$ cat src/rtl/chan_mux_pkg.sv
// chan_mux_pkg: shared mode encodings and FSM state type for chan_mux_seq
package chan_mux_pkg;
    localparam logic [1:0] MODE_MANUAL = 2'b00;
    localparam logic [1:0] MODE_SINGLE = 2'b01;
    localparam logic [1:0] MODE_CONT   = 2'b10;

    typedef enum logic [1:0] {IDLE, SCAN, DRAIN} state_t;
endpackage

$ cat src/rtl/chan_mux_seq_if.sv
// chan_mux_seq_if: channel data, control and output handshake bundle
//   din/mode/req/sel/en_mask/start/stop/out_ready : driven by the master (producer side)
//   req_ready/out_data/out_ch/out_valid/busy/done/err : driven by the slave (the mux)
interface chan_mux_seq_if #(parameter int N_CH = 8, parameter int W = 1);
    localparam int SEL_W = $clog2(N_CH);
    logic [N_CH*W-1:0] din;
    logic [1:0]        mode;
    logic              req;
    logic [SEL_W-1:0]  sel;
    logic              req_ready;
    logic [N_CH-1:0]   en_mask;
    logic              start;
    logic              stop;
    logic [W-1:0]      out_data;
    logic [SEL_W-1:0]  out_ch;
    logic              out_valid;
    logic              out_ready;
    logic              busy;
    logic              done;
    logic              err;

    modport master (
        output din, mode, req, sel, en_mask, start, stop, out_ready,
        input  req_ready, out_data, out_ch, out_valid, busy, done, err
    );
    modport slave (
        input  din, mode, req, sel, en_mask, start, stop, out_ready,
        output req_ready, out_data, out_ch, out_valid, busy, done, err
    );
endinterface

$ cat src/rtl/chan_next_pick.sv
// chan_next_pick: next set mask bit above idx (wrapping to lowest), lowest set bit, is_last flag
//   mask    : channel enable mask
//   idx     : current channel index
//   nxt     : next set bit strictly above idx, or lowest set bit when none
//   lowest  : lowest set bit of mask (0 when mask is empty)
//   is_last : no set bit above idx
module chan_next_pick #(parameter int N_CH = 8) (
    input  logic [N_CH-1:0]         mask,
    input  logic [$clog2(N_CH)-1:0] idx,
    output logic [$clog2(N_CH)-1:0] nxt,
    output logic [$clog2(N_CH)-1:0] lowest,
    output logic                    is_last
);
    localparam int SEL_W = $clog2(N_CH);

    // Scanning downward lets the last hit win, leaving the lowest qualifying bit.
    always_comb begin
        lowest  = '0;
        nxt     = '0;
        is_last = 1'b1;
        for (int k = N_CH - 1; k >= 0; k--) begin
            if (mask[k]) lowest = SEL_W'(k);
            if (mask[k] && k > int'(idx)) begin
                nxt     = SEL_W'(k);
                is_last = 1'b0;
            end
        end
        if (is_last) nxt = lowest;
    end
endmodule

$ cat src/rtl/chan_mux_seq.sv
// chan_mux_seq: registered N-channel mux with valid/ready output and automatic channel sweep
//   clk, rst_n : clock and asynchronous active-low reset
//   bus        : slave side of chan_mux_seq_if (channel data, manual request,
//                sweep control, output sample handshake, busy/done/err status)
module chan_mux_seq
    import chan_mux_pkg::*;
#(
    parameter int N_CH = 8,
    parameter int W    = 1
) (
    input logic           clk,
    input logic           rst_n,
    chan_mux_seq_if.slave bus
);
    localparam int SEL_W = $clog2(N_CH);

    state_t            state, state_d;
    logic [N_CH-1:0]   mask_q;
    logic [SEL_W-1:0]  ptr, nxt, low, cap_idx;
    logic              is_last, cont_q, stop_q;
    logic              free, sweep_mode, sel_ok, cap, go, rej, fin;
    logic [W-1:0]      cap_data;

    // In IDLE the picker looks at the live mask so the first channel is ready at start.
    chan_next_pick #(.N_CH(N_CH)) u_pick (
        .mask   (state == IDLE ? bus.en_mask : mask_q),
        .idx    (ptr),
        .nxt    (nxt),
        .lowest (low),
        .is_last(is_last)
    );

    always_ff @(posedge clk or negedge rst_n)
        if (!rst_n) state <= IDLE;
        else        state <= state_d;

    always_comb begin
        free          = !bus.out_valid || bus.out_ready;
        sweep_mode    = bus.mode == MODE_SINGLE || bus.mode == MODE_CONT;
        // Extra bit keeps the range test meaningful when N_CH is a power of two.
        sel_ok        = {1'b0, bus.sel} < (SEL_W + 1)'(N_CH);
        bus.req_ready = state == IDLE && !sweep_mode && free;
        bus.busy      = state != IDLE;
        cap_idx       = state == SCAN ? ptr : bus.sel;
        state_d       = state;
        cap           = 1'b0;
        go            = 1'b0;
        rej           = 1'b0;
        fin           = 1'b0;
        case (state)
            IDLE: begin
                if (bus.req && bus.req_ready) begin
                    cap = sel_ok;
                    rej = !sel_ok;
                end
                if (bus.start && sweep_mode) begin
                    go      = |bus.en_mask;
                    rej     = ~|bus.en_mask;
                    state_d = go ? SCAN : IDLE;
                end
            end
            SCAN: if (free) begin
                cap = 1'b1;
                // A stop arriving on the final capture cycle still ends the sweep here.
                if (is_last && (!cont_q || stop_q || bus.stop)) state_d = DRAIN;
            end
            DRAIN: if (free) begin
                fin     = 1'b1;
                state_d = IDLE;
            end
            default: state_d = IDLE;
        endcase
        cap_data = '0;
        for (int k = 0; k < N_CH; k++)
            cap_data = cap_idx == SEL_W'(k) ? bus.din[k*W +: W] : cap_data;
    end

    always_ff @(posedge clk or negedge rst_n) begin
        if (!rst_n) begin
            bus.out_data  <= '0;
            bus.out_ch    <= '0;
            bus.out_valid <= 1'b0;
            bus.done      <= 1'b0;
            bus.err       <= 1'b0;
            mask_q        <= '0;
            ptr           <= '0;
            cont_q        <= 1'b0;
            stop_q        <= 1'b0;
        end else begin
            bus.done      <= fin;
            bus.err       <= rej;
            bus.out_valid <= cap || (bus.out_valid && !bus.out_ready);
            if (cap) begin
                bus.out_data <= cap_data;
                bus.out_ch   <= cap_idx;
            end
            if (go) begin
                mask_q <= bus.en_mask;
                ptr    <= low;
                cont_q <= bus.mode == MODE_CONT;
                stop_q <= 1'b0;
            end else if (state == SCAN) begin
                stop_q <= stop_q | bus.stop;
                if (cap) ptr <= nxt;
            end
        end
    end
endmodule

$ cat src/flat_wrapper.sv
// flat-port wrapper written by rule: the top's interface ports become plain ports
module chan_mux_seq_flat import chan_mux_pkg::*;
#(
    parameter int N_CH = 8,
    parameter int W    = 1
)
  (clk, rst_n, bus_din, bus_mode, bus_req, bus_sel, bus_en_mask, bus_start, bus_stop, bus_out_ready, bus_req_ready, bus_out_data, bus_out_ch, bus_out_valid, bus_busy, bus_done, bus_err);
  chan_mux_seq_if #(.N_CH(N_CH), .W(W)) bus_i ();
  input logic clk;
  input logic rst_n;
  input wire logic [$bits(bus_i.din)-1:0] bus_din;
  input wire logic [$bits(bus_i.mode)-1:0] bus_mode;
  input wire logic [$bits(bus_i.req)-1:0] bus_req;
  input wire logic [$bits(bus_i.sel)-1:0] bus_sel;
  input wire logic [$bits(bus_i.en_mask)-1:0] bus_en_mask;
  input wire logic [$bits(bus_i.start)-1:0] bus_start;
  input wire logic [$bits(bus_i.stop)-1:0] bus_stop;
  input wire logic [$bits(bus_i.out_ready)-1:0] bus_out_ready;
  output wire logic [$bits(bus_i.req_ready)-1:0] bus_req_ready;
  output wire logic [$bits(bus_i.out_data)-1:0] bus_out_data;
  output wire logic [$bits(bus_i.out_ch)-1:0] bus_out_ch;
  output wire logic [$bits(bus_i.out_valid)-1:0] bus_out_valid;
  output wire logic [$bits(bus_i.busy)-1:0] bus_busy;
  output wire logic [$bits(bus_i.done)-1:0] bus_done;
  output wire logic [$bits(bus_i.err)-1:0] bus_err;
  assign bus_i.din = bus_din;
  assign bus_i.mode = bus_mode;
  assign bus_i.req = bus_req;
  assign bus_i.sel = bus_sel;
  assign bus_i.en_mask = bus_en_mask;
  assign bus_i.start = bus_start;
  assign bus_i.stop = bus_stop;
  assign bus_i.out_ready = bus_out_ready;
  assign bus_req_ready = bus_i.req_ready;
  assign bus_out_data = bus_i.out_data;
  assign bus_out_ch = bus_i.out_ch;
  assign bus_out_valid = bus_i.out_valid;
  assign bus_busy = bus_i.busy;
  assign bus_done = bus_i.done;
  assign bus_err = bus_i.err;
  chan_mux_seq #(.N_CH(N_CH), .W(W)) u_core (.clk(clk), .rst_n(rst_n), .bus(bus_i));
endmodule
$ cat config.mk
export PLATFORM = sky130hd
export DESIGN_NAME = chan_mux_seq_flat
export DESIGN_NICKNAME = d
export VERILOG_FILES = /design/src/rtl/chan_mux_pkg.sv /design/src/rtl/chan_mux_seq_if.sv /design/src/rtl/chan_next_pick.sv /design/src/rtl/chan_mux_seq.sv /design/src/flat_wrapper.sv
export SDC_FILE = /design/constraint.sdc
export NUM_CORES = 1
export LEC_CHECK = 0
export BUFFER_PORTS_ARGS = -buffer_cell sky130_fd_sc_hd__buf_4
export CAP_MARGIN = 10
export CORE_UTILIZATION = 53
export CTS_CLUSTER_SIZE = 25
export DETAILED_ROUTE_END_ITERATION = 10
export PLACE_DENSITY = 0.87
export SLEW_MARGIN = 20
export SYNTH_ARGS = -nofsm -noshare
export SYNTH_HDL_FRONTEND = slang
export SYNTH_HIERARCHICAL = 1
export SYNTH_SLANG_ARGS = --single-unit
export TNS_END_PERCENT = 30
$ cat constraint.sdc
create_clock -name clk -period 2.6 [get_ports clk]
set_input_delay 0.26 -clock clk [delete_from_list [all_inputs] [get_ports clk]]
set_output_delay 0.26 -clock clk [all_outputs]
set_load 0.1 [all_outputs]
Yosys cells after proc, flatten, opt, wreduce, memory -nomap -nowiden
Index checks and enable logic that the tools add are counted.
Widths: inputs -> output; s select.
Operators by class
  order comparisons: 7
  eq/ne operators: 15
  muxes and demuxes: 52
  bitwise operators: 1
  reductions and logical operators: 31
Operators with widths (number)
  $mux 3: 20
  $mux 1: 25
  $logic_and 1x1->1: 13
  $eq 3x3->1 const B: 4
  $gt 3x3->1 const A: 4
  $mux 2: 4
  $mux 8: 1
  $reduce_or 8->1: 1
  $eq 3x2->1 const B: 2
  $gt 2x3->1 const A: 2
  $pmux 2 s3: 1
  $reduce_bool 2->1: 3
  $logic_not 1->1: 5
  $logic_or 1x1->1: 5
  $eq 2x1->1 const B: 2
  $eq 2x2->1 const B: 2
  $ne 2x1->1 const B: 2
  $ne 2x2->1 const B: 2
  $reduce_and 4->1: 1
  $eq 3x1->1 const B: 1
  $gt 1x3->1 const A: 1
  $logic_not 3->1: 1
  $logic_not 2->1: 1
  $pmux 1 s2: 1
  2 further kinds: 2
Storage, ports and cells
  bits in registers: 22
  input port bits: 27
  logic and storage cells: 116

Longest topological paths before layout
  depth in word-level cells: 14
  mapped depth: 9

By module
The synthesis kept the hierarchy.
By module, submodules not included
  chan_mux_seq: times used 1, cells each 116, area an instance 1232.4 um2, sequential area each 550.5 um2
  chan_next_pick: times used 1, cells each 43, area an instance 265.3 um2, sequential area each 0.0 um2

Worst setup path before layout
No wires, ideal clock.
  kind: register to register
  start: reg u_core.state[1]
  end: reg u_core.ptr[0]
  library setup time: 126 ps
  arrival time: 2172 ps
  path slack: 302 ps
  stages on the path, launching flop included: 10
  path buffers: 1
  period minus slack after synthesis: 2298 ps
  cell sequence: dfrtp_1 -> nor2_1 -> buf_1 -> mux2_2 -> a21bo_1 -> nand2_1 -> a221o_1 -> a32o_1 -> mux2i_1 -> o21ai_0
Between the ends
  longest elaborated chain between the ends: 14
  elaborated cells on any way between the ends: 45
Ends and longest elaborated chain
  start, declared: line chan_mux_seq.sv:17  | state_t state, state_d;
  start signal, assigned: line chan_mux_seq.sv:35  | else state <= state_d;
  $logic_not 2->1 (*): line chan_mux_seq.sv:26  | .mask (state == IDLE ? bus.en_mask : mask_q),
  $mux 8 (*): line chan_mux_seq.sv:26
  $mux 3 / $logic_and 1x1->1 (equally long branches): line chan_next_pick.sv:22, chan_next_pick.sv:23
  $mux 3, or another cell as far along (7 in a row): line chan_next_pick.sv:22  | if (mask[k]) lowest = SEL_W'(k);
  $mux 3 (*): line chan_next_pick.sv:28  | if (is_last) nxt = lowest;
  named net u_core.nxt[0]: line chan_mux_seq.sv:19  | logic [SEL_W-1:0] ptr, nxt, low, cap_idx;
  $mux 3 (*): line chan_mux_seq.sv:104  | if (cap) ptr <= nxt;
  $mux 3 (*): line chan_mux_seq.sv:102  | end else if (state == SCAN) begin
  $mux 3 (*): line chan_mux_seq.sv:97  | if (go) begin
  end signal, assigned: line chan_mux_seq.sv:99  | ptr <= low;
  end signal, assigned: line chan_mux_seq.sv:104
  end, declared: line chan_mux_seq.sv:19
The timed path passes the listed nets; every way through them passes the cells marked *. The select of a mux whose other input is x is not followed.
A chain may end at the register's enable or synchronous reset.

Final worst setup path
  start: reg u_core.state[1]
  end: reg u_core.state[0]
Between the ends
  longest elaborated chain between the ends: 13
  elaborated cells on any way between the ends: 25
Ends and longest elaborated chain
  $logic_not 2->1 (*): line chan_mux_seq.sv:26
  $mux 8 (*): line chan_mux_seq.sv:26
  $logic_and 1x1->1: line chan_next_pick.sv:23  | if (mask[k] && k > int'(idx)) begin
  $mux 1 (6 in a row): line chan_next_pick.sv:23
  $mux 1 (*): line chan_next_pick.sv:23
  named net u_core.is_last: line chan_mux_seq.sv:20  | logic is_last, cont_q, stop_q;
  $logic_and 1x1->1 (*): line chan_mux_seq.sv:65  | if (is_last && (!cont_q || stop_q || bus.stop)) state_d = DRAIN;
  $ne 2x2->1 (no line) (*)
  $reduce_and 4->1 (no line) (*)
The timed path passes the listed nets; every way through them passes the cells marked *.

==> metrics.txt <==
Vias per Instance 5.81; syn_nets 187; power density over the cells 1430 nW/um^2; RSZ-0062 raised after global routing no; distinct cell type count after synthesis 47; post_cts resized 0; Slew @ Worst Pin 723 ps; Die Area 3040 um^2; Post-CTS Repair Setup Buffers 0; CORE AREA 2570 um^2; final hold vios 0; Nets 225; syn avg cell area 9.42 um^2; pin count of the biggest net entering global routing 23; I/O Buffers 35; most frequent cells in the layout 37 x buf_4, 22 x dfrtp_1, 16 x nor2_1, 15 x mux2_2, 15 x nand2_1; VDD IR-drop max 1.20 mV; max_cap viols 0; Crit. End Element flop; total grt overflow 0; switching portion of total power 51.4%; Synth Warn # 6; Remaining DRCs 0; synthesized area 1500 um^2; final setup violation count 0; EDFF count, synth 0; CTS H-tree depth 1; startpoint types flop; row count 18; CTS root buffer clkbuf_4; Seq pwr share 25.4%; first-pass GRT wire length 5260 um; dpl hpwl 2630 um; Final TNS setup 0 ps; area grow syn2layout 21.7%; Fin Clk Skew 9.73 ps; Die H 55.2 um; TritonCTS buffer count 3; sequential share of the synthesized area 36.8%; dpl cell area 1780 um^2; cell taking the most area after synthesis dfrtp_1; status completed; Hold/Removal Path Class in -> reg; number of global-route vias before repair 1,234; starting density of the core 58.3%; Worst Hold Slack 188 ps; Worst Path Required 2820 ps; initial antenna violation count 0; Leak Pwr 0.819 nW; initial DRC count 41; crit path time final 2320 ps; top-area cell type share of the netlist area 36.8%; crit-path max FO 11; CTS tree done; DRT Pass-1 Iters 4; Final Cell Area 1820 um^2; worst setup path class reg -> reg; I/O pin count 36; Gate power share 67.3%; total wire length 3420 um; Final Slew Violations 0; net switching power 0.00134 W; Routed WL per cell 15.2 um; cts hold-fix bufs 1; clk_lat worst skew 310 ps; Place WS 354 ps; ANT cells 0; post-route ant nets 0; arrival time worst endpoint 2530 ps; clk slew on worst S/H paths 130 ps; Final Wtd Congestion 0.890; total chip power 0.00260 W; P_int 0.00127 W; Area contributors post-synth dfrtp_1 37%, mux2_2 11%, mux2i_1 4.0%; final worst-path cycle share 89.1%; Vias 1,314; GRT Total Usage 24.4%; post-route setup slack 284 ps; fraction of registers with async set/reset 100%; Die X-Extent 55.2 um; FF+latch count, synth 22; relative slew slack 51.8%; commonest non-fill, non-tap cell in the layout buf_4; clk buf depth 2; clock group share of total power 7.3%; CTS sink cnt 22; FMAX 0.432 GHz; top_reg_cell synth dfrtp_1; layout cell share with drive strength beyond 1 34.2%; Syn Inst Count 159
==> metrics by stage <==
stage	cells	util, %
final	226	71.0
after CTS	226	71.0
after detailed placement	221	69.2
after global routing	226	71.0
after global placement	221	69.2
after floorplan	159	-
==> synthesized netlist by cell type (3+ instances only) <==
master	n
nor2b_1	5
mux2_2	15
o21ai_0	7
nand2_1	15
mux2i_1	6
nand2b_1	3
nor2_1	16
nand3_1	5
a21oi_1	7
and2_1	3
o21bai_1	3
dfrtp_1	22
inv_1	5
==> layout make-up <==
cell class / count / area, um^2
repair buffers: 38 / 288
well taps: 30 / 37.5
multi-input cells: 127 / 892
flip-flops and latches: 22 / 551
clock buffers: 4 / 36.3
fillers: 199 / 744
inverters: 5 / 18.8
==> logic make-up (layout without fill, tap and decap cells) <==
| family | count (synthesis) | count (layout) | synth area share, % |
|---|---|---|---|
| fa+ha+maj | 1 | 1 | 0.835 |
| flops | 22 | 22 | 36.8 |
| compound gates | 40 | 40 | 18.5 |
| simple gates | 62 | 62 | 21.4 |
| mux | 24 | 24 | 18.8 |
| buf+inv | 10 | 47 | 3.68 |
==> routing by layer <==
layer | share of wire (%) | up-vias | track usage (%)
li1 | - | 650 | -
met1 | 46 | 630 | 31.3
met2 | 49 | 32 | 41.0
met3 | 3.9 | 2 | 4.37
met4 | 0.79 | 0 | 7.92
met5 | 0 | - | 0
==> worst max-delay path, stage by stage (launching register included) <==
cell	delay (ps)
dfrtp_1	460
nor2_1	120
buf_4	190
mux2_2	380
a21boi_2	170
o21ai_0	260
and2_1	190
and2_1	150
nand3_1	90
a21o_2	220
==> state kept, by name, summed over array words and instances (netlist names) <==
name and flops:
u_core/bus.done 1, u_core/ptr 3, u_core/bus.out_valid 1, u_core/bus.out_ch 3, u_core/cont_q 1, u_core/bus.err 1
u_core/state 2, u_core/bus.out_data 1, u_core/mask_q 8, u_core/stop_q 1
==> final timing paths <==
kind / start / end / slack [ps] / cells past startpoint
hold reg to reg: u_core/mask_q[2]$_DFFE_PN0P_ / u_core/mask_q[2]$_DFFE_PN0P_ / 520 / 1
setup / recovery: u_core/state[1]$_DFFE_PN0P_ / u_core/state[0]$_DFFE_PN0P_ / 280 / 9
max in group asynchronous: rst_n / u_core/mask_q[2]$_DFFE_PN0P_ / 2010 / 2
min in group asynchronous: rst_n / u_core/bus.done$_DFF_PN0_ / 360 / 2
hold / removal: bus_stop / u_core/stop_q$_DFFE_PN0P_ / 190 / 3
setup reg to reg: u_core/state[1]$_DFFE_PN0P_ / u_core/state[0]$_DFFE_PN0P_ / 280 / 9
==> power by group through the flow <==
stage               logic [W]  clock network [W]  registers [W]
finish                0.00175           0.000191       0.000661
global route          0.00187           0.000213       0.000688
CTS                   0.00173           0.000193       0.000657
detailed placement    0.00173                  0       0.000666
global placement      0.00167                  0       0.000656
floorplan             0.00115                  0       0.000910
Note: power is estimated with default switching activity, not from simulation.
